--- src/rtl/forth_irq_ctrl.sv ---
// forth_irq_ctrl -- interrupt controller for the Forth CPU core.
// Latches rising edges on the peripheral lines, masks them, and presents the
// lowest-index enabled request with its handler vector. One handler at a time:
// IDLE -> REQ (interrupt held) -> SERVICE (busy) -> IDLE on reti.
// Optional build macro: IRQ_SYNC_EN adds a 2-flop input synchronizer in front
// of edge detection (request latency grows by 2 cycles). Default: irq_in is
// assumed synchronous to clk.
module forth_irq_ctrl #(
    parameter int               WIDTH       = 16,
    parameter int               NUM_IRQ     = 4,
    parameter logic [WIDTH-1:0] VECTOR_BASE = WIDTH'('h0010),
    parameter int               VECTOR_STEP = 2
) (
    input  logic               clk,
    input  logic               nreset,
    input  logic [NUM_IRQ-1:0] irq_in,
    input  logic               mask_we,
    input  logic [NUM_IRQ-1:0] mask_data,
    input  logic               wfi,
    input  logic               ack,
    input  logic               reti,
    output logic               interrupt,
    output logic [WIDTH-1:0]   vector,
    output logic               busy,
    output logic [NUM_IRQ-1:0] pending,
    output logic               wake
);

    localparam int IDX_W = (NUM_IRQ > 1) ? $clog2(NUM_IRQ) : 1;

    typedef enum logic [1:0] {
        ST_IDLE    = 2'd0,
        ST_REQ     = 2'd1,
        ST_SERVICE = 2'd2
    } state_t;

    state_t             state_reg;
    state_t             state_next;
    logic [NUM_IRQ-1:0] irq_seen;
    logic [NUM_IRQ-1:0] irq_prev_reg;
    logic [NUM_IRQ-1:0] pending_reg;
    logic [NUM_IRQ-1:0] pending_next;
    logic [NUM_IRQ-1:0] mask_reg;
    logic [NUM_IRQ-1:0] active;
    logic [NUM_IRQ-1:0] clear_vec;
    logic [IDX_W-1:0]   idx_reg;
    logic [IDX_W-1:0]   win_idx;
    logic [WIDTH-1:0]   vector_reg;
    logic [WIDTH-1:0]   vector_calc;
    logic               wake_reg;
    logic               take_req;
    logic               ack_take;

`ifdef IRQ_SYNC_EN
    logic [NUM_IRQ-1:0] sync1_reg;
    logic [NUM_IRQ-1:0] sync2_reg;

    // Two-stage synchronizer for asynchronous peripheral lines
    always_ff @(posedge clk or negedge nreset) begin
        if (!nreset) begin
            sync1_reg <= '0;
            sync2_reg <= '0;
        end else begin
            sync1_reg <= irq_in;
            sync2_reg <= sync1_reg;
        end
    end

    assign irq_seen = sync2_reg;
`else
    assign irq_seen = irq_in;
`endif

    assign active = pending_reg & mask_reg;

    // Priority encoder: scanning downwards leaves the lowest active index
    always_comb begin
        win_idx = '0;
        for (int i = NUM_IRQ - 1; i >= 0; i--) begin
            if (active[i]) begin
                win_idx = IDX_W'(i);
            end
        end
    end

    assign vector_calc = VECTOR_BASE + WIDTH'(win_idx) * WIDTH'(VECTOR_STEP);

    // Next-state logic; take_req latches idx/vector, ack_take retires the request
    always_comb begin
        state_next = state_reg;
        take_req   = 1'b0;
        ack_take   = 1'b0;
        case (state_reg)
            ST_IDLE: begin
                if (|active) begin
                    take_req   = 1'b1;
                    state_next = ST_REQ;
                end
            end
            ST_REQ: begin
                if (ack) begin
                    ack_take   = 1'b1;
                    state_next = ST_SERVICE;
                end
            end
            ST_SERVICE: begin
                if (reti) begin
                    state_next = ST_IDLE;
                end
            end
            default: state_next = ST_IDLE;
        endcase
    end

    // Per-line clear strobe for the acknowledged request
    generate
        for (genvar gi = 0; gi < NUM_IRQ; gi++) begin : g_clear
            assign clear_vec[gi] = ack_take && (idx_reg == IDX_W'(gi));
        end
    endgenerate

    // A new edge in the ack cycle overrides the clear so it is not lost
    assign pending_next = (pending_reg & ~clear_vec) | (irq_seen & ~irq_prev_reg);

    // FSM state register
    always_ff @(posedge clk or negedge nreset) begin
        if (!nreset) begin
            state_reg <= ST_IDLE;
        end else begin
            state_reg <= state_next;
        end
    end

    // Edge detect, pending latch, mask, request capture and wake-up
    always_ff @(posedge clk or negedge nreset) begin
        if (!nreset) begin
            irq_prev_reg <= '0;
            pending_reg  <= '0;
            mask_reg     <= '0;
            idx_reg      <= '0;
            vector_reg   <= '0;
            wake_reg     <= 1'b0;
        end else begin
            irq_prev_reg <= irq_seen;
            pending_reg  <= pending_next;
            wake_reg     <= wfi && (|active);
            if (mask_we) begin
                mask_reg <= mask_data;
            end
            if (take_req) begin
                idx_reg    <= win_idx;
                vector_reg <= vector_calc;
            end
        end
    end

    assign interrupt = (state_reg == ST_REQ);
    assign busy      = (state_reg == ST_SERVICE);
    assign vector    = vector_reg;
    assign pending   = pending_reg;
    assign wake      = wake_reg;

endmodule

--- config.mk ---
export PLATFORM = sky130hd
export DESIGN_NAME = forth_irq_ctrl
export DESIGN_NICKNAME = d
export VERILOG_FILES = /design/src/rtl/forth_irq_ctrl.sv
export SDC_FILE = /design/constraint.sdc
export NUM_CORES = 1
export LEC_CHECK = 0
export CAP_MARGIN = 20
export CORE_MARGIN = 1.5
export CORE_UTILIZATION = 36
export CTS_CLUSTER_DIAMETER = 200
export DETAILED_ROUTE_END_ITERATION = 8
export MAX_ROUTING_LAYER = met4
export PLACE_DENSITY = 0.77
export SKIP_LAST_GASP = 1
export SYNTH_ARGS = -nofsm -noshare
export SYNTH_HDL_FRONTEND = slang
export SYNTH_SLANG_ARGS = --single-unit
--- constraint.sdc ---
create_clock -name clk -period 1.2 [get_ports clk]
set_input_delay 0.24 -clock clk [delete_from_list [all_inputs] [get_ports clk]]
set_output_delay 0.24 -clock clk [all_outputs]
set_load 0.02 [all_outputs]
==> results by group, run 1 <==
Pwr
  • PwrDens: 2130 nW/um^2
  • Overall power: approximately 2.4 mW
  • Int Pwr: ~1.5 mW
  • Switch share: 37.3%
  • Seq pwr share: between 30% and 40%
  • Clk pwr share: 14.9%
  • Worst vdd ir: 1.33 mV
  • Comb power frac: 48.9%
  • Switching power total: 0.908 mW
  • Leak Pwr: roughly 0.54 nW

Clock tree
  • CTS tree: built
  • CTS clk-pin slew, worst paths: 0.10 ns
  • H-tree levels: 1
  • CTS max path bufs: 2
  • Hold buffers post-CTS: 0
  • Clk root buf: clkbuf_4
  • Worst-Skew Late Latency: 0.29 ns
  • CTS buffer count: 3
  • CTS Sinks: 18

STA
  • Final Critical Period: 1.30 ns
  • Fin. max-slew vios: 0
  • Setup-failing EPs final: 4
  • Post-Route Skew: ~0.0053 ns
  • Unrepaired setup endpoints after global routing: true
  • F_max: ~770 MHz
  • Final hold violations: 0
  • Period Utilization, post-route: 108%
  • WHS: 0.266 ns
  • Final WS setup: -0.0995 ns

Worst setup path
  • Critical path startpoint category: flop
  • Highest fanout seen on the critical path: 3
  • CP endpoint kind: flop
  • Critical Path AT: 1.49 ns
  • Crit path required time: 1.39 ns
  • Crit Reg-Reg Startpoint: state_reg[1]$_DFFE_PN0P_
  • Reg2reg path depth: 4
  • Slowest cell on crit path: dfrtp_1
  • Reg2Reg Setup Slack: -0.1 ns
  • Critical path type: flop to flop
  • Critical path, cell by cell: buf_6 -> nand3b_1 -> or3_1 -> a22o_1
  • Endpoint of the lowest-slack register-to-register path: pending[2]$_DFF_PN0_
  • Critical path's largest stage delay: 0.42 ns

Synthesis
  • Mapped Area: ~800 sq um
  • #FFs+latches synth: 18
  • Top-count cell post-synth: dfrtp_1
  • Gate Count Post-Synth: 70
  • Primary FF master, synth: dfrtp_1
  • Yosys top cell by area: dfrtp_1
  • Commonest cells post-synth: dfrtp_1, buf_4, inv_1
  • Post-synthesis sequential area ratio: 56.5%
  • Synth top area share: between 50 and 60%
  • Synth unique cells: 24
  • Post-synth EDFFs: 0
  • Area contributors post-synth: dfrtp_1, buf_4, mux2_2
  • Mean Syn Cell Area: 11.4 sq um
  • Syn. warnings: 0
  • Share of flip-flops with an asynchronous set or reset: 100%

Final layout
  • ANT cells: 0
  • Final core occ: 56.7%
  • Layout cells sized above 1: roughly 34%
  • Syn-to-layout area delta: 43.8%
  • Fin cells: 139
  • # nets final: ~130

Floorplan
  • Starting Density: 39.4%
  • Die height: 50.1 um
  • Rows: 16
  • Die area: 2510 sq um
  • Die width: about 50 um
  • Core box area: roughly 2000 sq um
  • Ports: 37

Place
  • Hpwl dp: 1160 um
  • GPL Wtd Cong: 0.763
  • IO Port Bufs: 23
  • Pre-CTS setup slack: -0.229 ns
  • Inst Count DP: 132

Global route
  • GRT overflow: 0
  • Pin count of the biggest net entering global routing: 19
  • Global-route wire length before repair: around 2600 um
  • Vias in the first global route: about 590
  • Initial antenna violation count: 0
  • GRT Util Overall: 14.2%

Detailed routing
  • Initial DRC Count: 9
  • Vias: between 600 and 700
  • Via density: approximately 4.5
  • Antenna Nets Post-Route: 0
  • Pre-Repair DR Iteration Count: 4
  • Drt drc: 0
  • WL/cell: 10.8 um
  • WL final: 1500 um

Run status
  • Status: finished, violations left
  • Failing checks: negative setup slack

Job
  • Max-Cap Viols: 0

Worst hold path
  • Hold crit path type: input pin to async pin
## power by group through the flow
stage	registers, mW	logic [mW]	clock network (mW)
after CTS	0.883	1.14	0.376
after global routing	0.905	1.30	0.400
after global placement	0.889	1.12	0
after floorplan	1.03	0.396	0
final	0.882	1.19	0.362
after detailed placement	0.890	1.13	0
## final cells by class
| cell class | count | area [sq um] |
|---|---|---|
| fill | 201 | 876 |
| sequential | 18 | 452 |
| timing repair buffer | 39 | 309 |
| multi-input combinational | 45 | 293 |
| clock buffer | 4 | 36.3 |
| tap | 27 | 33.8 |
| inverter | 6 | 22.5 |
## worst max-delay path, delay by kind of cell (launching register included)
family | cells | cell delay [ns]
compound gates | 1 | 0.18
buf+inv | 1 | 0.13
flops | 1 | 0.42
simple gates | 2 | 0.47
## timing repair
action | in CTS | in global routing
cloned | 0 | 0
gates resized for setup | 40 | 8
pin swaps | 2 | 4
endpoints found under the setup margin | 14 | 13
setup buffers | 4 | 0
## cell families after synthesis
| kind of cell | count (synthesis) | share of synthesized area, % |
|---|---|---|
| mux | 4 | 5.65 |
| compound gates | 18 | 14.8 |
| simple gates | 10 | 7.54 |
| buf+inv | 19 | 15.1 |
| flops | 18 | 56.5 |
| other cells | 1 | 0.471 |
## stage by stage
| stage | setup TNS [ns] | area, sq um |
|---|---|---|
| after floorplan | 0 | 843 |
| after global placement | -1.39 | 1110 |
| after detailed placement | -1.52 | 1110 |
| after CTS | -0.368 | 1150 |
| after global routing | -0.449 | 1150 |
| final | -0.215 | 1150 |
## cells in the final DEF, fill, tap and decap left out, drive strengths merged
cell type / synthesis / routed
mux2: 4 / 4
clkbuf: 0 / 5
o21ai: 6 / 6
a21o: 1 / 1
a211oi: 1 / 1
or3: 1 / 1
nor3: 1 / 1
a32o: 1 / 1
dfrtp: 18 / 18
nor2: 1 / 1
nand4b: 1 / 1
inv: 6 / 6
or2: 1 / 1
buf: 13 / 25
o31ai: 1 / 1
conb: 1 / 13
clkdlybuf4s50: 0 / 13
nand3b: 1 / 1
a22o: 4 / 4
a21oi: 4 / 4
nor2b: 1 / 1
nand2: 1 / 1
nand2b: 1 / 1
and2: 1 / 1
## worst max path at each step
stage,end,slack (ns),from,depth (start not counted)
2_1_floorplan,wake$_DFF_PN0_,0.005,pending[0]$_DFF_PN0_,3
3_3_place_gp,pending[2]$_DFF_PN0_,-0.22,ack,4
3_5_place_dp,pending[2]$_DFF_PN0_,-0.23,ack,4
4_1_cts,pending[2]$_DFF_PN0_,-0.09,state_reg[1]$_DFFE_PN0P_,4
5_1_grt,pending[2]$_DFF_PN0_,-0.15,state_reg[1]$_DFFE_PN0P_,4
6_report,pending[2]$_DFF_PN0_,-0.1,state_reg[1]$_DFFE_PN0P_,4
## layer usage
layer | share of wire, % | global-route usage (%) | up-vias
met5 | 0 | - | -
met4 | 1.5 | 6.94 | 0
met3 | 6.2 | 2.73 | 4
met2 | 47 | 22.6 | 27
met1 | 45 | 17.1 | 290
li1 | - | - | 298
Power figures use the tool's default switching activity.
==> run 2: changes to the inputs <==
--- a/config.mk
+++ b/config.mk
@@ -7,11 +7,11 @@
 export LEC_CHECK = 0
 export CAP_MARGIN = 20
 export CORE_MARGIN = 1.5
-export CORE_UTILIZATION = 36
+export CORE_UTILIZATION = 42
 export CTS_CLUSTER_DIAMETER = 200
 export DETAILED_ROUTE_END_ITERATION = 8
 export MAX_ROUTING_LAYER = met4
-export PLACE_DENSITY = 0.77
+export PLACE_DENSITY = 0.84
 export SKIP_LAST_GASP = 1
 export SYNTH_ARGS = -nofsm -noshare
 export SYNTH_HDL_FRONTEND = slang
==> constraint.sdc (replaced) <==
create_clock -name clk -period 1.5 [get_ports clk]
set_input_delay 0.3 -clock clk [delete_from_list [all_inputs] [get_ports clk]]
set_output_delay 0.3 -clock clk [all_outputs]
set_load 0.02 [all_outputs]
==> run 2 against run 1 <==
  * The run now ends clean
  * Largest cell class unchanged
  * Critical path depth fell by 2
  * Clock skew fell by 0.0033 ns
  * Critical endpoint is now interrupt
  * First-iteration DRC count rose by 11%
  * Setup slack improved by 0.19 ns
  * Clock power fell by 39%
  * Combinational power fell by 35%
==> results by group, run 2 (synthesis results as in run 1) <==
Run status
  • Status: finished, final reports clean (was finished, violations left)

Pwr
  • Switching power total: 0.649 mW (was 0.908 mW)
  • PwrDens: 1590 nW/um^2 (was 2130 nW/um^2)
  • Worst vdd ir: 1.05 mV (was 1.33 mV)
  • Leak Pwr: 0.492 nW (was 0.537 nW)
  • Int Pwr: 1.06 mW (was 1.53 mW)
  • Seq pwr share: 41.6% (was 36.2%)
  • Clk pwr share: 13.0% (was 14.9%)
  • Switch share: 38.0% (was 37.3%)
  • Comb power frac: 45.4% (was 48.9%)

STA
  • Setup_tns: 0 ns (was -0.215 ns)
  • WHS: 0.331 ns (was 0.266 ns)
  • F_max: about 710 MHz
  • Unrepaired setup endpoints after global routing: false (was true)
  • Period Utilization, post-route: 94.2%
  • Final Critical Period: 1.41 ns
  • Setup-failing EPs final: 0 (was 4)
  • Fin. max-slew vios: 0 (unchanged)
  • Final hold violations: 0 (unchanged)
  • Post-Route Skew: 0.00194 ns (was 0.00528 ns)

Global route
  • Initial antenna violation count: 0 (unchanged)
  • Vias in the first global route: 578 (was 593)
  • GRT overflow: 0 (unchanged)
  • Pin count of the biggest net entering global routing: 19 (unchanged)
  • GRT Util Overall: 16.9% (was 14.2%)
  • Global-route wire length before repair: 2400 um (was 2570 um)

Job
  • Max-Cap Viols: 0 (unchanged)

Worst setup path
  • Slowest cell on crit path: dfrtp_1 (unchanged)
  • Crit Reg-Reg Startpoint: state_reg[1]$_DFFE_PN0P_ (unchanged)
  • Endpoint of the lowest-slack register-to-register path: pending[2]$_DFF_PN0_ (unchanged)
  • Critical Path AT: 1.11 ns (was 1.49 ns)
  • Critical path, cell by cell: nor2b_1 -> clkdlybuf4s15_1 (was buf_6 -> nand3b_1 -> or3_1 -> a22o_1)
  • Reg2Reg Setup Slack: 0.17 ns (was -0.1 ns)
  • CP endpoint kind: output port (was flop)
  • Critical path type: flop to output port (was flop to flop)
  • Highest fanout seen on the critical path: 4 (was 3)
  • Critical path startpoint category: flop (unchanged)
  • Crit path required time: 1.20 ns (was 1.39 ns)
  • Reg2reg path depth: 4 (unchanged)
  • Critical path's largest stage delay: 0.40 ns (was 0.42 ns)

Place
  • Inst Count DP: 125 (was 132)
  • GPL Wtd Cong: 0.717 (was 0.763)
  • IO Port Bufs: 23 (unchanged)
  • Hpwl dp: 1140 um (was 1160 um)

Final layout
  • Syn-to-layout area delta: 34.7% (was 43.8%)
  • ANT cells: 0 (unchanged)
  • Commonest non-fill, non-tap cell in the layout: dfrtp_1
  • Most frequent cells in the layout: dfrtp_1, conb_1, clkdlybuf4s50_1 (was dfrtp_1, buf_4, conb_1, clkdlybuf4s50_1, buf_2)
  • Layout cells sized above 1: 16.5% (was 33.9%)
  • Fin cells: 128 (was 139)
  • # nets final: 119 (was 127)

Worst hold path
  • Hold crit path type: input pin to async pin (unchanged)

Clock tree
  • CTS buffer count: 3 (unchanged)
  • CTS Sinks: 18 (unchanged)
  • H-tree levels: 1 (unchanged)
  • CTS tree: built (unchanged)
  • CTS clk-pin slew, worst paths: 0.09 ns (was 0.10 ns)
  • Clk root buf: clkbuf_4 (unchanged)
  • CTS max path bufs: 2 (unchanged)
  • Worst-Skew Late Latency: 0.28 ns (was 0.29 ns)
  • Hold buffers post-CTS: 0 (unchanged)

Detailed routing
  • WL final: 1410 um (was 1500 um)
  • Drt drc: 0 (unchanged)
  • Antenna Nets Post-Route: 0 (unchanged)
  • Initial DRC Count: 10 (was 9)
  • Via density: 4.61 (was 4.45)
  • WL/cell: 11.0 um (was 10.8 um)
  • Pre-Repair DR Iteration Count: 4 (unchanged)
  • Vias: 590 (was 619)

Floorplan
  • Core box area: 1750 sq um (was 2020 sq um)
  • Starting Density: 45.7% (was 39.4%)
  • Die area: 2170 sq um (was 2510 sq um)
  • Die height: 46.6 um (was 50.1 um)
  • Ports: 37 (unchanged)
  • Rows: 15 (was 16)
  • Die width: 46.6 um (was 50.1 um)
run 2: cell count changes in the layout (fill, tap and decap cells not counted), moves of 2 or more:
cell           delta
dlygate4sd2_1     +8
o21ai_0           +2
o21ai_1           -2
buf_2             -7
buf_4             -9
run 2: worst max-delay path by stage:
stage                              from                   end  slack [ns]  cells past startpoint
2_1_floorplan      pending[0]$_DFF_PN0_        wake$_DFF_PN0_        0.28                      3
3_3_place_gp                        ack  pending[2]$_DFF_PN0_        0.03                      4
3_5_place_dp                        ack  pending[0]$_DFF_PN0_       -0.02                      5
4_1_cts        state_reg[0]$_DFFE_PN0P_                  busy       -0.05                      3
5_1_grt        state_reg[0]$_DFFE_PN0P_             interrupt        0.02                      2
6_report       state_reg[0]$_DFFE_PN0P_             interrupt        0.09                      2
run 2: area by class of cell:
class	instances	area, sq um
sequential	18	450
clock buffer	3	22.5
tap	25	31.3
multi-input combinational	45	272
timing repair buffer	31	275
fill	154	672
inverter	6	22.5
run 2: timing repair:
item,CTS,global route
resized for setup,10,3
endpoints found under the setup margin,10,2
buffers inserted,0,0
run 2: worst max-delay path, delay by kind of cell, from the launching register on:
kind	cells	cell delay [ns]
DFF	1	0.40
buffers and inverters	1	0.30
and+or+nand+nor	1	0.14
run 2: routing by layer:
layer	share of wire, %	vias to the layer above	routed length (um)	global-route usage [%]
li1	-	281	-	-
met5	0	-	0	-
met2	51	27	726	28.9
met3	6.0	0	85	3.53
met4	0	0	0	6.86
met1	43	282	601	19.0
run 2: power by group through the flow:
stage | sequential [mW] | combinational, mW | clock (mW)
finish | 0.710 | 0.775 | 0.222
global route | 0.729 | 0.840 | 0.256
CTS | 0.708 | 0.774 | 0.232
detailed placement | 0.718 | 0.846 | 0
global placement | 0.710 | 0.838 | 0
floorplan | 0.825 | 0.316 | 0
run 2: metrics by stage:
stage                     area (sq um)  setup slack (ns)  total power [mW]  utilization, %
final                             1070            0.0873              1.71            61.5
after global placement            1070            0.0325              1.55            61.1
after floorplan                    842             0.280              1.14               -
after CTS                         1080           -0.0532              1.71            61.6
after global routing              1070            0.0176              1.82            61.5
after detailed placement          1070           -0.0181              1.56            61.1
==> run 3: changes to the inputs <==
--- a/config.mk
+++ b/config.mk
@@ -12,6 +12,7 @@
 export DETAILED_ROUTE_END_ITERATION = 8
 export MAX_ROUTING_LAYER = met4
 export PLACE_DENSITY = 0.84
+export SETUP_SLACK_MARGIN = 0.02
 export SKIP_LAST_GASP = 1
 export SYNTH_ARGS = -nofsm -noshare
 export SYNTH_HDL_FRONTEND = slang
==> run 3 against run 2 <==
  * Combinational power shrank 1%
  * Sequential power is essentially flat
  * Sequential share of layout area grew 0.20 points
  * Via count grew 0.17%
  * Die area is the same
  * Largest cell class unchanged
  * Non-clock buffer count is the same
  * Setup slack gained 0.039 ns
  * Critical path depth grew 1
==> results by group, run 3 (synthesis results as in run 1) <==
Run status
  • Status: finished, final reports clean (unchanged)

Worst setup path
  • Reg2reg path depth: 4 (unchanged)
  • Critical path type: flop to output port (unchanged)
  • CP endpoint kind: output port (unchanged)
  • Reg2Reg Setup Slack: 0.17 ns (about the same)
  • Highest fanout seen on the critical path: 4 (unchanged)
  • Crit path required time: 1.20 ns (about the same)
  • Critical Path AT: 1.07 ns (was 1.11 ns)
  • Critical path startpoint category: flop (unchanged)

Final layout
  • Final Cell Area: 1070 sq um (about the same)
  • Final core occ: 61.2% (was 61.5%)
  • Syn-to-layout area delta: 34.1% (was 34.7%)
  • ANT cells: 0 (unchanged)
  • Fin cells: 128 (unchanged)
  • Commonest non-fill, non-tap cell in the layout: dfrtp_1 (unchanged)
  • Multi-input logic area: 272 sq um (unchanged)
  • Fill cells: 154 (unchanged)
  • # nets final: 119 (unchanged)
  • Register area: 450 sq um (unchanged)
  • Most frequent cells in the layout: dfrtp_1, conb_1, clkdlybuf4s50_1 (unchanged)
  • Layout cells sized above 1: 17.5% (was 16.5%)

Pwr
  • Overall power: 1.70 mW (was 1.71 mW)
  • Switch share: 38.2% (was 38.0%)
  • Leak Pwr: 0.492 nW (about the same)
  • Comb power frac: 45.1% (was 45.4%)
  • Seq pwr share: 41.8% (was 41.6%)
  • Int Pwr: 1.05 mW (was 1.06 mW)
  • PwrDens: 1590 nW/um^2 (about the same)
  • Worst vdd ir: 1.04 mV (was 1.05 mV)
  • Clk pwr share: 13.0% (about the same)
  • Switching power total: 0.648 mW (was 0.649 mW)

Floorplan
  • Die height: 46.6 um (unchanged)
  • Rows: 15 (unchanged)
  • Die area: 2170 sq um (unchanged)
  • Die width: 46.6 um (unchanged)
  • Starting Density: 45.7% (unchanged)
  • Ports: 37 (unchanged)
  • Core box area: 1750 sq um (unchanged)

Place
  • GPL Wtd Cong: 0.717 (unchanged)
  • IO Port Bufs: 23 (unchanged)
  • Inst Count DP: 125 (unchanged)
  • Hpwl dp: 1140 um (unchanged)
  • DP Area: 1070 sq um (unchanged)
  • Pre-CTS setup slack: -0.0181 ns (unchanged)

Detailed routing
  • WL final: 1410 um (about the same)
  • Antenna Nets Post-Route: 0 (unchanged)
  • WL/cell: 11.0 um (about the same)
  • Drt drc: 0 (unchanged)
  • Vias: 591 (was 590)
  • Via density: 4.62 (was 4.61)
  • Pre-Repair DR Iteration Count: 4 (unchanged)
  • Initial DRC Count: 10 (unchanged)

Clock tree
  • Post-CTS sizing: 10 (unchanged)
  • Hold buffers post-CTS: 0 (unchanged)
  • CTS buffer count: 3 (unchanged)
  • Clk root buf: clkbuf_4 (unchanged)
  • H-tree levels: 1 (unchanged)
  • Setup bufs post-CTS: 0 (unchanged)
  • Worst-Skew Late Latency: 0.28 ns (about the same)
  • CTS max path bufs: 2 (unchanged)
  • CTS clk-pin slew, worst paths: 0.09 ns (about the same)
  • CTS tree: built (unchanged)
  • CTS Sinks: 18 (unchanged)

STA
  • Post-Route Skew: 0.00204 ns (was 0.00194 ns)
  • Setup_tns: 0 ns (unchanged)
  • WHS: 0.331 ns (about the same)
  • Final WS setup: 0.126 ns (was 0.0873 ns)
  • Fin. max-slew vios: 0 (unchanged)
  • Period Utilization, post-route: 91.6% (was 94.2%)
  • Setup-failing EPs final: 0 (unchanged)
  • Unrepaired setup endpoints after global routing: false (unchanged)
  • Final hold violations: 0 (unchanged)
  • Final Critical Period: 1.37 ns (was 1.41 ns)
  • F_max: 728 MHz (was 708 MHz)

Global route
  • GRT Util Overall: 16.9% (unchanged)
  • Pin count of the biggest net entering global routing: 19 (unchanged)
  • Initial antenna violation count: 0 (unchanged)
  • Vias in the first global route: 578 (unchanged)
  • Global-route wire length before repair: 2400 um (unchanged)
  • GRT overflow: 0 (unchanged)

Job
  • Max-Cap Viols: 0 (unchanged)

Worst hold path
  • Hold crit path type: input pin to async pin (unchanged)
[run 3: area by class of cell]
cell class / count / area share [%]
Tap cell: 25 / 2.93
Clock buffer: 3 / 2.11
Timing Repair Buffer: 31 / 25.3
Inverter: 6 / 2.11
Multi-Input combinational cell: 45 / 25.4
Sequential cell: 18 / 42.2
[run 3: power groups by stage]
stage | clock, mW | sequential (mW) | combinational [mW]
after floorplan | 0 | 0.825 | 0.316
after global placement | 0 | 0.710 | 0.838
after detailed placement | 0 | 0.718 | 0.846
after CTS | 0.232 | 0.708 | 0.774
after global routing | 0.256 | 0.729 | 0.832
final | 0.221 | 0.710 | 0.766
[run 3: worst paths after layout]
path	startpoint	end
worst max-delay path	state_reg[0]$_DFFE_PN0P_	busy
worst max register to register	state_reg[1]$_DFFE_PN0P_	pending[2]$_DFF_PN0_
max in group asynchronous	nreset	pending[3]$_DFF_PN0_
worst min register to register	irq_prev_reg[1]$_DFF_PN0_	pending[1]$_DFF_PN0_
min in group clk	irq_prev_reg[1]$_DFF_PN0_	pending[1]$_DFF_PN0_
worst min-delay path	nreset	pending[0]$_DFF_PN0_
[run 3: critical path: stages (launching register included)]
cell      delay (ns)
dfrtp_1         0.42
nand2b_1        0.17
inv_1           0.06
clkbuf_2        0.16
[run 3: routing by layer]
layer,wire length (um),GRT usage (%)
met5,0,-
met4,0,6.86
met3,96,3.53
met2,722,28.9
met1,588,19.0
